`src/rtl/find_channel_rr.sv`:
```
// rtl/find_channel_rr.sv - assigns enabled logic channels to physical correlator slots, priority or round-robin
module find_channel_rr #(
    parameter int LOGIC_CH = 32,
    parameter int IDX_W    = 5,
    parameter int PHY_CH   = 4
) (
    input  logic                         clk,
    input  logic                         rst_b,
    input  logic                         latch_enable_channel,
    input  logic [LOGIC_CH-1:0]          te_channel_enable,
    input  logic                         start_find,
    input  logic                         rr_mode,
    output logic                         find_channel_done,
    output logic                         busy,
    output logic [LOGIC_CH-1:0]          channel_remain,
    output logic [PHY_CH-1:0]            physical_channel_en,
    output logic [PHY_CH*IDX_W-1:0]      logic_channel_index,
    output logic [PHY_CH*LOGIC_CH-1:0]   logic_channel_mask
);

    localparam int SLOT_W = $clog2(PHY_CH) + 1;
    localparam logic [SLOT_W-1:0] SLOT_MAX = SLOT_W'(PHY_CH);

    typedef enum logic [1:0] {S_IDLE, S_FIND, S_ASSIGN} state_t;

    state_t                       state_q;
    logic [SLOT_W-1:0]            slot_q;
    logic [IDX_W-1:0]             pos_q;
    logic [IDX_W-1:0]             rr_ptr_q;
    logic                         rr_mode_q;
    logic [LOGIC_CH-1:0]          remain_q;
    logic [PHY_CH-1:0]            en_q;
    logic [PHY_CH*IDX_W-1:0]      index_q;
    logic [PHY_CH*LOGIC_CH-1:0]   mask_q;

    logic                         lo_v;
    logic                         hi_v;
    logic [IDX_W-1:0]             lo_pos;
    logic [IDX_W-1:0]             hi_pos;
    logic [IDX_W-1:0]             cand_pos;
    logic                         take;

    // Downward scan so the last hit is the lowest set bit; hi_* restricts to positions >= rr_ptr.
    always_comb begin
        lo_v   = 1'b0;
        lo_pos = '0;
        hi_v   = 1'b0;
        hi_pos = '0;
        for (int i = LOGIC_CH - 1; i >= 0; i--) begin
            if (remain_q[i]) begin
                lo_v   = 1'b1;
                lo_pos = IDX_W'(i);
                if (IDX_W'(i) >= rr_ptr_q) begin
                    hi_v   = 1'b1;
                    hi_pos = IDX_W'(i);
                end
            end
        end
    end

    assign cand_pos          = (rr_mode_q && hi_v) ? hi_pos : lo_pos;
    assign take              = (state_q == S_FIND) && lo_v && (slot_q < SLOT_MAX);
    assign find_channel_done = (state_q == S_FIND) && !take;
    assign busy              = (state_q != S_IDLE);

    always_ff @(posedge clk or negedge rst_b) begin
        if (!rst_b) begin
            state_q   <= S_IDLE;
            slot_q    <= '0;
            pos_q     <= '0;
            rr_ptr_q  <= '0;
            rr_mode_q <= 1'b0;
            remain_q  <= '0;
            en_q      <= '0;
            index_q   <= '0;
            mask_q    <= '0;
        end else begin
            case (state_q)
                S_IDLE: begin
                    if (start_find) begin
                        en_q      <= '0;
                        index_q   <= '0;
                        mask_q    <= '0;
                        slot_q    <= '0;
                        rr_mode_q <= rr_mode;
                        state_q   <= S_FIND;
                    end
                end
                S_FIND: begin
                    if (take) begin
                        pos_q   <= cand_pos;
                        state_q <= S_ASSIGN;
                    end else begin
                        state_q <= S_IDLE;
                    end
                end
                S_ASSIGN: begin
                    for (int p = 0; p < PHY_CH; p++) begin
                        if (slot_q == SLOT_W'(p)) begin
                            en_q[p]                          <= 1'b1;
                            index_q[p*IDX_W +: IDX_W]        <= pos_q;
                            mask_q[p*LOGIC_CH +: LOGIC_CH]   <= LOGIC_CH'(1) << pos_q;
                        end
                    end
                    slot_q <= slot_q + SLOT_W'(1);
                    if (rr_mode_q) begin
                        rr_ptr_q <= pos_q + IDX_W'(1);
                    end
                    state_q <= S_FIND;
                end
                default: state_q <= S_IDLE;
            endcase

            // A fresh latch overrides the served-bit clear of the same cycle.
            if (latch_enable_channel) begin
                remain_q <= te_channel_enable;
            end else if (state_q == S_ASSIGN) begin
                remain_q[pos_q] <= 1'b0;
            end
        end
    end

    assign channel_remain      = remain_q;
    assign physical_channel_en = en_q;
    assign logic_channel_index = index_q;
    assign logic_channel_mask  = mask_q;

endmodule

```
`config.mk`:
```
export PLATFORM = sky130hd
export DESIGN_NAME = find_channel_rr
export DESIGN_NICKNAME = d
export VERILOG_FILES = /design/src/rtl/find_channel_rr.sv
export SDC_FILE = /design/constraint.sdc
export NUM_CORES = 1
export LEC_CHECK = 0
export CORE_AREA = 2 2 144 146
export CTS_BUF_LIST = sky130_fd_sc_hd__clkbuf_8
export CTS_CLUSTER_DIAMETER = 30
export DETAILED_ROUTE_END_ITERATION = 6
export DIE_AREA = 0 0 146 148
export GPL_ROUTABILITY_DRIVEN = 1
export PLACE_DENSITY = 0.79
export RECOVER_POWER = 50
export SYNTH_ARGS = -nofsm -noshare
export SYNTH_HDL_FRONTEND = slang
export SYNTH_SLANG_ARGS = --single-unit
```
`constraint.sdc`:
```
create_clock -name clk -period 1.9 [get_ports clk]
set_input_delay 0.19 -clock clk [delete_from_list [all_inputs] [get_ports clk]]
set_output_delay 0.19 -clock clk [all_outputs]
set_load 0.01 [all_outputs]
```
# After elaboration in Yosys (flattened, before gate mapping)
# Index checks and enable logic that the tools add are counted.
[word_totals] in_bits=37 regBits=200
[classes] n_bitwise=2 shifts=1 n_eq_ne=10 n_reduce_logical=19 n_addsub=2 magnitude_cmp=35 n_mux=220
[ops] operator="$mux 5" n=101
[ops] operator="$pmux 128 s2" n=1
[ops] operator="$mux 32" n=6
[ops] operator="$mux 128" n=1
[ops] operator="$mux 1" n=101
[ops] operator="$ge 5x5->1 const A" n=16
[ops] operator="$ge 4x5->1 const A" n=8
[ops] operator="$pmux 20 s2" n=1
[ops] operator="$and 32x32->32" n=1
[ops] operator="$not 32->32" n=1
[ops] operator="$shl 1x5->32 const A" n=1
[ops] operator="$ge 3x5->1 const A" n=4
[ops] operator="$mux 20" n=1
[ops] operator="$reduce_and 3->1" n=4
[ops] operator="$ge 1x5->1 const A" n=2
[ops] operator="$ge 2x5->1 const A" n=2
[ops] operator="$ne 2x2->1 const B" n=5
[ops] operator="$pmux 4 s2" n=1
[ops] operator="$reduce_and 2->1" n=4
[ops] operator="$eq 3x2->1 const B" n=2
[ops] operator="$lt 5x6->1 const B" n=1
[ops] operator="$pmux 2 s3" n=1
[ops] operator="$pmux 3 s2" n=1
[ops] operator="$reduce_bool 2->1" n=3
[ops] operator="15 further kinds" n=20

# Logic depth before layout (Yosys ltp)
# Gate-level depths: netlist (run 1).
[depth] depth_word=67 depth_mapped=10 mapped_depth_nobuf=7

# Worst setup path after synthesis (run 1)
# OpenSTA, ideal clock, no wires.
[synth_path] path_kind="reg2reg" startpoint="register remain_q[2], in the netlist channel_remain[2]" endpoint="register pos_q[0]" stages_incl_launch_ff=7 t_required_ns=1.821 slack_ns=-0.097 path_buffers=0 period_less_slack_ns=1.997 arrival_ns=1.918 cell_sequence="dfrtp_1 > a21boi_2 > o41ai_1 > o211ai_1 > or2_4 > o311ai_4 > mux2i_1"
[synth_via] elab_chain_cells=7
[synth_lines] item="start: declaration" line="31" source="logic [LOGIC_CH-1:0] remain_q;"
[synth_lines] item="start signal: assignment" line="116" source="remain_q <= te_channel_enable;"
[synth_lines] item="$mux 1" line="50" source="if (remain_q[i]) begin"
[synth_lines] item="$mux 1" line="53" source="if (IDX_W'(i) >= rr_ptr_q) begin"
[synth_lines] item="$mux 1" line="50"
[synth_lines] item="$mux 1" line="53"
[synth_lines] item="$mux 1" line="50"
[synth_lines] item="$logic_and 1x1->1" line="61" source="assign cand_pos = (rr_mode_q && hi_v) ? hi_pos : lo_pos;"
[synth_lines] item="$mux 5" line="61"
[synth_lines] item="end signal: assignment" line="91" source="pos_q <= cand_pos;"
[synth_lines] item="end: declaration" line="28" source="logic [IDX_W-1:0] pos_q;"
# Parallel ways exist; a longest one is shown, timed or not.
# A chain may end at the register's enable or synchronous reset.

# Worst setup path after layout (run 1)
[layout_path] startpoint="register remain_q[5], in the netlist channel_remain[5]" endpoint="output find_channel_done"
[layout_via] elab_chain_cells=10
[layout_lines] item="$mux 1 (6 in series)" line="50"
[layout_lines] item="$logic_and 1x1->1 (2 in series)" line="62" source="assign take = (state_q == S_FIND) && lo_v && (slot_q < SLOT_MAX);"
[layout_lines] item="$logic_not 1->1" line="63" source="assign find_channel_done = (state_q == S_FIND) && !take;"
[layout_lines] item="$logic_and 1x1->1" line="63"
[layout_lines] item="end: declaration" line="13" source="output logic find_channel_done,"
# Every way passes these cells.

==> results of run 1 <==
## cell families (layout without fill, tap and decap cells)
logic type,count (synthesis),in the layout,share of synthesized area [%]
AND/OR/NAND/NOR,410,410,19.3
flip-flops,200,200,54.9
XOR/XNOR,2,2,0.192
AO/OA/AOI/OAI,303,303,19.4
adder cells (fa/ha/maj),11,11,1.51
multiplexers,4,4,0.466
buffers and inverters,91,413,4.28
## synthesized netlist by cell type (all sizes together), types with 5 or more instances
cell and number:
a211oi 5, a21o 7, a21oi 18, a31oi 6, and2 6, and3 7
buf 14, clkbuf 56, dfrtp 200, ha 11, inv 21, nand2 287
nand3 29, nand4 5, nor2 22, nor2b 13, nor3 11, nor4 12
o211ai 6, o21ai 213, o31ai 9, or2 7
## power by group through the flow
stage	clock network [W]	registers (W)	logic (W)
2_1_floorplan	0	0.00539	0.00307
3_3_place_gp	0	0.00530	0.00607
3_5_place_dp	0	0.00533	0.00616
4_1_cts	0.00303	0.00527	0.00647
5_1_grt	0.00322	0.00539	0.00749
6_report	0.00301	0.00533	0.00698
## registers in the layout, summed over array words and instances (netlist names)
signal and count:
logic_channel_index 20, physical_channel_en 4, rr_ptr_q 5, rr_mode_q 1, slot_q 3, channel_remain 32
logic_channel_mask 128, pos_q 5, state_q 2
## timing repair
action,CTS,global route
endpoints found under the hold margin,50,0
pin swaps,12,11
hold buffers,1,0
gates cloned,1,2
endpoints found under the setup margin,7,8
buffers inserted,6,12
resized for setup,54,23
## metrics by stage
stage	setup slack (ns)	instances	hold slack [ns]	setup TNS, ns
4_1_cts	-0.412	1599	0.139	-1.07
6_report	-0.429	1613	0.169	-1.59
3_3_place_gp	-0.452	1560	0.190	-1.47
2_1_floorplan	-0.0179	1021	-0.106	-0.0357
5_1_grt	-0.512	1613	0.171	-2.12
3_5_place_dp	-0.446	1560	0.190	-1.63
## layer usage
metal | global-route usage, % | routed length (µm)
met4 | 9.51 | 1130
met5 | 0 | 0
met1 | 36.2 | 12500
met2 | 46.7 | 14700
met3 | 7.13 | 2640
## layout make-up
cell class              instances  area (µm²)
flip-flops and latches        200        5010
clock buffers                  18         248
inverters                      21        78.8
fillers                      1617        6730
multi-input cells             730        4000
well taps                     270         338
repair buffers                360        3440
clock inverters                14         194
## final timing paths
kind / endpoint / slack [ns]
worst max-delay path: find_channel_done / -0.43
worst min-delay path: channel_remain[28] / 0.17
worst max register to register: pos_q[1] / -0.30
worst min register to register: logic_channel_mask[58] / 0.49
max in group asynchronous: logic_channel_mask[80] / 0.27
min in group asynchronous: logic_channel_mask[34] / 0.58
## worst max-delay path, stage by stage, from the launching register on
cell,delay (ns)
sky130_fd_sc_hd__dfrtp_1,0.40
sky130_fd_sc_hd__nor4_1,0.43
sky130_fd_sc_hd__nand4_1,0.28
sky130_fd_sc_hd__o21ai_4,0.23
sky130_fd_sc_hd__inv_2,0.06
sky130_fd_sc_hd__nor3_2,0.12
sky130_fd_sc_hd__buf_4,0.16
==> results.yml, run 1 <==
sta:
  finalMaxSlewViolations: 0
  setup_viol: 6
  clock-skew-final_ns: 0.0196
  fin_crit_sh_pct: 123
  hold_viol: 0
  timing.max_slew.rel_slack_pct: 8.12
  period_minus_slack_ns: 2.33
  worst_slew_pin_slew_ns: 1.38
  max_freq_mhz: 429
  rsz_0062_raised_after_global_routing: "true"
  postLayoutSetupSlackWorst_ns: -0.429
synth:
  post_synth_instance_area_um2: 9120
  syn-mean-instance-area_um2: 8.93
  count_of_flip_flops_with_a_built_in_enable_after_synthesis: 0
  synth.yosys.warnings: 0
  yosys.cell_types.count: 63
  synth_top_cell_by_area: "sky130_fd_sc_hd__dfrtp_1"
  postSynthRegisterBits: 200
  synthArstFlopShare_pct: 100
  synth_top_cell_area_share_pct: 54.9
  synth.yosys.seq_area_share_pct: 54.9
  synth_top_cells_by_area: "sky130_fd_sc_hd__dfrtp_1 (55%), sky130_fd_sc_hd__nand2_1 (12%), sky130_fd_sc_hd__o21ai_0 (12%)"
  mappedNetlistNets: 1069
  synthFlopType: "sky130_fd_sc_hd__dfrtp_1"
  syn-instance-count: 1021
grt:
  global_route_total_usage_across_every_layer_pct: 28.1
  antenna_found_initial: 0
  grt_max_degree: 55
  grt_first_pass_wirelength_um: 47500
  number_of_global_route_vias_before_repair: 8610
  grt.overflow.total: 0
route:
  vias_per_cell: 5.57
  routedWlPerCell_um: 19.2
  drtAntennaViolNets: 0
  routed-via-count: 8986
  drt_first_pass_iters: 7
  drt-total-wl_um: 31000
  drc_errors: 1
  dr.first_iter.drc_count: 770
cts:
  tritoncts.num_buffers: 17
  clock_latency_ns: 0.48
  clockBufferDepth: 2
  cts_max_level: 4
  tritoncts_clock_tree: "built"
  clkSinkCount: 200
  worst_setup_hold_path_clk_slew_ns: 0.12
  clk_root_buffer_cell: "sky130_fd_sc_hd__clkbuf_8"
final_layout:
  mostFrequentLayoutCell: "sky130_fd_sc_hd__nand2_1"
  syn2layout_area_growth_pct: 45.9
  antenna_diodes: 0
  layout.cells.most_common_list: "sky130_fd_sc_hd__nand2_1 (282), sky130_fd_sc_hd__clkdlybuf4s50_1 (218), sky130_fd_sc_hd__o21ai_0 (202)"
  post-route-util_pct: 66.4
  final_area_um2: 13300
  fin_nets: 1378
  drive_above_1_share_pct: 17.0
pwr:
  seq_power_share_pct: 34.8
  p_sw_share_pct: 38.7
  power.net_switching_w: 0.00593
  max_ir_drop_vdd_v: 0.000661
  internal-power_w: 0.00940
  part_of_the_power_in_the_clock_network_pct: 19.7
  cellLeakagePower_nw: 5.83
  comb_power_share_pct: 45.6
  final_total_pwr_w: 0.0153
  power_density_nw_per_um2: 1150
place:
  portBuffers: 222
  placed_area_um2: 12500
  routabilityCongestion: 0.909
  dpl.hpwl_um: 22500
setup_path:
  required_time_at_the_endpoint_of_the_critical_path_ns: 1.71
  worst-r2r-cell-count: 8
  worst_setup_path_start_kind: "flop"
  critPathLaunch: "channel_remain[5]"
  critical_path.endpoint_type: "output pin"
  arrival_ns: 2.14
  critical_path.reg2reg.startpoint: "rr_ptr_q[1]"
  worst-setup-path-type: "flop to output pin"
  cp_max_fo: 2
die:
  core_area_um2: 20000
  floorplan.initialDensity_pct: 45.5
  design.die.area_um2: 21600
  floorplan.die.width_um: 146
  top_level_port_count: 223
  dieHeight_um: 148
  core.rowCount: 52
min_path:
  worstHoldStart: "latch_enable_channel"
  cell_depth_of_the_worst_hold_path: 2
  hold_path.class: "input pin to flop"
status:
  failed_checks: "design-rule violations, negative setup slack"
  result_of_the_run: "finished, violations left"
run:
  maxCapViolCount: 0
Note: power is estimated with default switching activity, not from simulation.
==> inputs of run 2 (changes only) <==
==> config.mk (replaced) <==
export PLATFORM = sky130hd
export DESIGN_NAME = find_channel_rr
export DESIGN_NICKNAME = d
export VERILOG_FILES = /design/src/rtl/find_channel_rr.sv
export SDC_FILE = /design/constraint.sdc
export NUM_CORES = 1
export LEC_CHECK = 0
export CORE_AREA = 2 2 141 143
export CTS_BUF_LIST = sky130_fd_sc_hd__clkbuf_8
export CTS_CLUSTER_DIAMETER = 30
export DETAILED_ROUTE_END_ITERATION = 6
export DIE_AREA = 0 0 143 145
export GPL_ROUTABILITY_DRIVEN = 1
export PLACE_DENSITY = 0.79
export RECOVER_POWER = 25
export SYNTH_ARGS = -nofsm -noshare
export SYNTH_HDL_FRONTEND = slang
export SYNTH_SLANG_ARGS = --single-unit
==> constraint.sdc (replaced) <==
create_clock -name clk -period 2.2 [get_ports clk]
set_input_delay 0.22 -clock clk [delete_from_list [all_inputs] [get_ports clk]]
set_output_delay 0.22 -clock clk [all_outputs]
set_load 0.01 [all_outputs]
==> run 2 against run 1 <==
Effect of this change: setup slack gained 0.29 ns; critical path type unchanged; sequential power shrank 15%; largest power group unchanged; the flow finishes with violations (max-capacitance violations, max-slew violations, negative setup slack); design area shrank 4.3%; utilization shrank 0.073 points.
==> results.yml, run 2 (synthesis results as in run 1) <==
route:
  drt-total-wl_um: 29100
  drc_errors: 0
  dr.max_layer_used: "met4"
  routedWlPerCell_um: 18.5
  dr.first_iter.drc_count: 723
  wl_met1_um: 12500
  met3_length_um: 2160
  vias_per_cell: 5.50
  route.met2.wl_um: 13600
  drtAntennaViolNets: 0
  routed-via-count: 8679
  drt_first_pass_iters: 5
die:
  floorplan.die.width_um: 143
  core.rowCount: 51
  top_level_port_count: 223
  core_area_um2: 19200
  dieHeight_um: 145
  design.die.area_um2: 20700
  floorplan.initialDensity_pct: 47.5
pwr:
  internal-power_w: 0.00734
  p_sw_share_pct: 39.2
  max_ir_drop_vdd_v: 0.000686
  comb_power_share_pct: 44.1
  power_density_nw_per_um2: 947
  cellLeakagePower_nw: 5.57
  part_of_the_power_in_the_clock_network_pct: 18.3
  power.net_switching_w: 0.00473
  seq_power_share_pct: 37.7
place:
  dpl_worst_slack_ns: -0.195
  portBuffers: 222
  routabilityCongestion: 0.916
  dpl.hpwl_um: 21300
min_path:
  cell_depth_of_the_worst_hold_path: 3
  worstHoldStart: "te_channel_enable[21]"
  hold_path.class: "input pin to flop"
  hold-path-endpoint: "channel_remain[21]"
grt:
  grt.overflow.total: 0
  antenna_found_initial: 0
  grt_max_degree: 75
  global_route_total_usage_across_every_layer_pct: 28.3
  number_of_global_route_vias_before_repair: 8196
  grt_first_pass_wirelength_um: 45500
final_layout:
  antenna_diodes: 0
  mostFrequentLayoutCell: "sky130_fd_sc_hd__nand2_1"
  flip_flop_count_of_the_largest_register_all_copies_and_words_added: 128
  fin_nets: 1350
  syn2layout_area_growth_pct: 39.7
  drive_above_1_share_pct: 13.6
  layout.cells.most_common_list: "sky130_fd_sc_hd__nand2_1 (283), sky130_fd_sc_hd__clkdlybuf4s50_1 (219), sky130_fd_sc_hd__o21ai_0 (207)"
  fillers: 1563
sta:
  worst_slew_pin_slew_ns: 1.65
  timing.max_slew.rel_slack_pct: -10.2
  fin_crit_sh_pct: 106
  finalMaxSlewViolations: 66
  rsz_0062_raised_after_global_routing: "true"
  max_freq_mhz: 428
  setup_viol: 1
  clock-skew-final_ns: 0.0113
  holdWs_ns: 0.316
  period_minus_slack_ns: 2.33
  hold_viol: 0
  postLayoutSetupSlackWorst_ns: -0.135
  final.setup.tns_ns: -0.135
setup_path:
  cp_num_buf_inv: 3
  required_time_at_the_endpoint_of_the_critical_path_ns: 1.98
  critical_path_max_stage_delay_ns: 0.42
  arrival_ns: 2.11
  worst-setup-path-type: "flop to output pin"
  cp_max_fo: 2
  critical_path.top_delay_family: "simple AND/OR/NAND/NOR gates"
  crit_chain: "nor4_2 > buf_4 > nand4_1 > o21ai_2 > inv_2 > nor3_2 > buf_2"
  worst-r2r-cell-count: 7
  worst_path_max_delay_cell: "sky130_fd_sc_hd__dfrtp_1"
  critical_path.endpoint_type: "output pin"
  critical_path.reg2reg.startpoint: "rr_ptr_q[4]"
  timing.rr.end: "pos_q[0]"
  reg2reg_setup_slack_ns: 0.01
  worst_setup_path_start_kind: "flop"
run:
  maxCapViolCount: 1
cts:
  clkSinkCount: 200
  clock_latency_ns: 0.46
  tritoncts_clock_tree: "built"
  tritoncts.num_buffers: 17
  worst_setup_hold_path_clk_slew_ns: 0.10
  clockBufferDepth: 2
  cts_max_level: 4
  clk_root_buffer_cell: "sky130_fd_sc_hd__clkbuf_8"
status:
  result_of_the_run: "finished, violations left"
  failed_checks: "max-capacitance violations, max-slew violations, negative setup slack"
## run 2: changes by cell type in the layout (fill, tap and decap cells not counted), sizes merged
| cell | delta |
|---|---|
| buf | -26 |
| clkbuf | -1 |
| clkinvlp | +2 |
| dlygate4sd2 | -1 |
| clkdlybuf4s50 | +1 |
| bufinv | -3 |
| clkinv | +1 |
| inv | -3 |
## run 2: what timing repair did
item | CTS | global route
pin swaps | 2 | 11
setup endpoints to repair | 3 | 6
buffers inserted | 1 | 8
hold endpoints to repair | 62 | 0
hold buffers | 1 | 0
resized for setup | 10 | 22
## run 2: through the flow
stage | instance area (µm²) | power, W | std cells | util [%]
floorplan | 9120 | 0.00728 | 1021 | -
global placement | 12200 | 0.00960 | 1538 | 63.6
detailed placement | 12200 | 0.00967 | 1538 | 63.6
CTS | 12600 | 0.0119 | 1570 | 65.7
global route | 12700 | 0.0128 | 1578 | 66.4
finish | 12700 | 0.0121 | 1578 | 66.4
## run 2: power by group through the flow
| stage | combinational, W | sequential (W) | clock (W) |
|---|---|---|---|
| after floorplan | 0.00263 | 0.00465 | 0 |
| after global placement | 0.00503 | 0.00457 | 0 |
| after detailed placement | 0.00508 | 0.00459 | 0 |
| after CTS | 0.00512 | 0.00453 | 0.00224 |
| after global routing | 0.00578 | 0.00460 | 0.00239 |
| final | 0.00532 | 0.00455 | 0.00221 |
## run 2: how the worst max path moves through the flow
stage               depth (start not counted)               start                 to  slack [ns]
floorplan                                   6   channel_remain[2]           pos_q[0]        0.20
global placement                            7  channel_remain[23]  find_channel_done       -0.15
detailed placement                          7  channel_remain[23]  find_channel_done       -0.19
CTS                                         7  channel_remain[20]  find_channel_done       -0.17
global route                                7  channel_remain[23]  find_channel_done       -0.29
finish                                      7  channel_remain[23]  find_channel_done       -0.13
## run 2: layer usage
metal  up-vias  GRT usage [%]
met5         -              0
met4         0           9.95
met3        55           5.54
met2       380           43.8
met1      4181           39.8
li1       4063              -
## run 2: layout make-up
class | instances | area, µm² | area share [%]
Clock inverter | 11 | 100 | 0.785
Inverter | 21 | 78.8 | 0.618
Timing Repair Buffer | 332 | 3140 | 24.6
Tap cell | 265 | 332 | 2.60
Clock buffer | 19 | 262 | 2.05
Multi-Input combinational cell | 730 | 3830 | 30.1
Sequential cell | 200 | 5010 | 39.3
## run 2: tightest hold or removal path: stages
cell and delay, ns:
sky130_fd_sc_hd__clkdlybuf4s50_1 0.39, sky130_fd_sc_hd__nand2_1 0.06, sky130_fd_sc_hd__o21ai_0 0.07
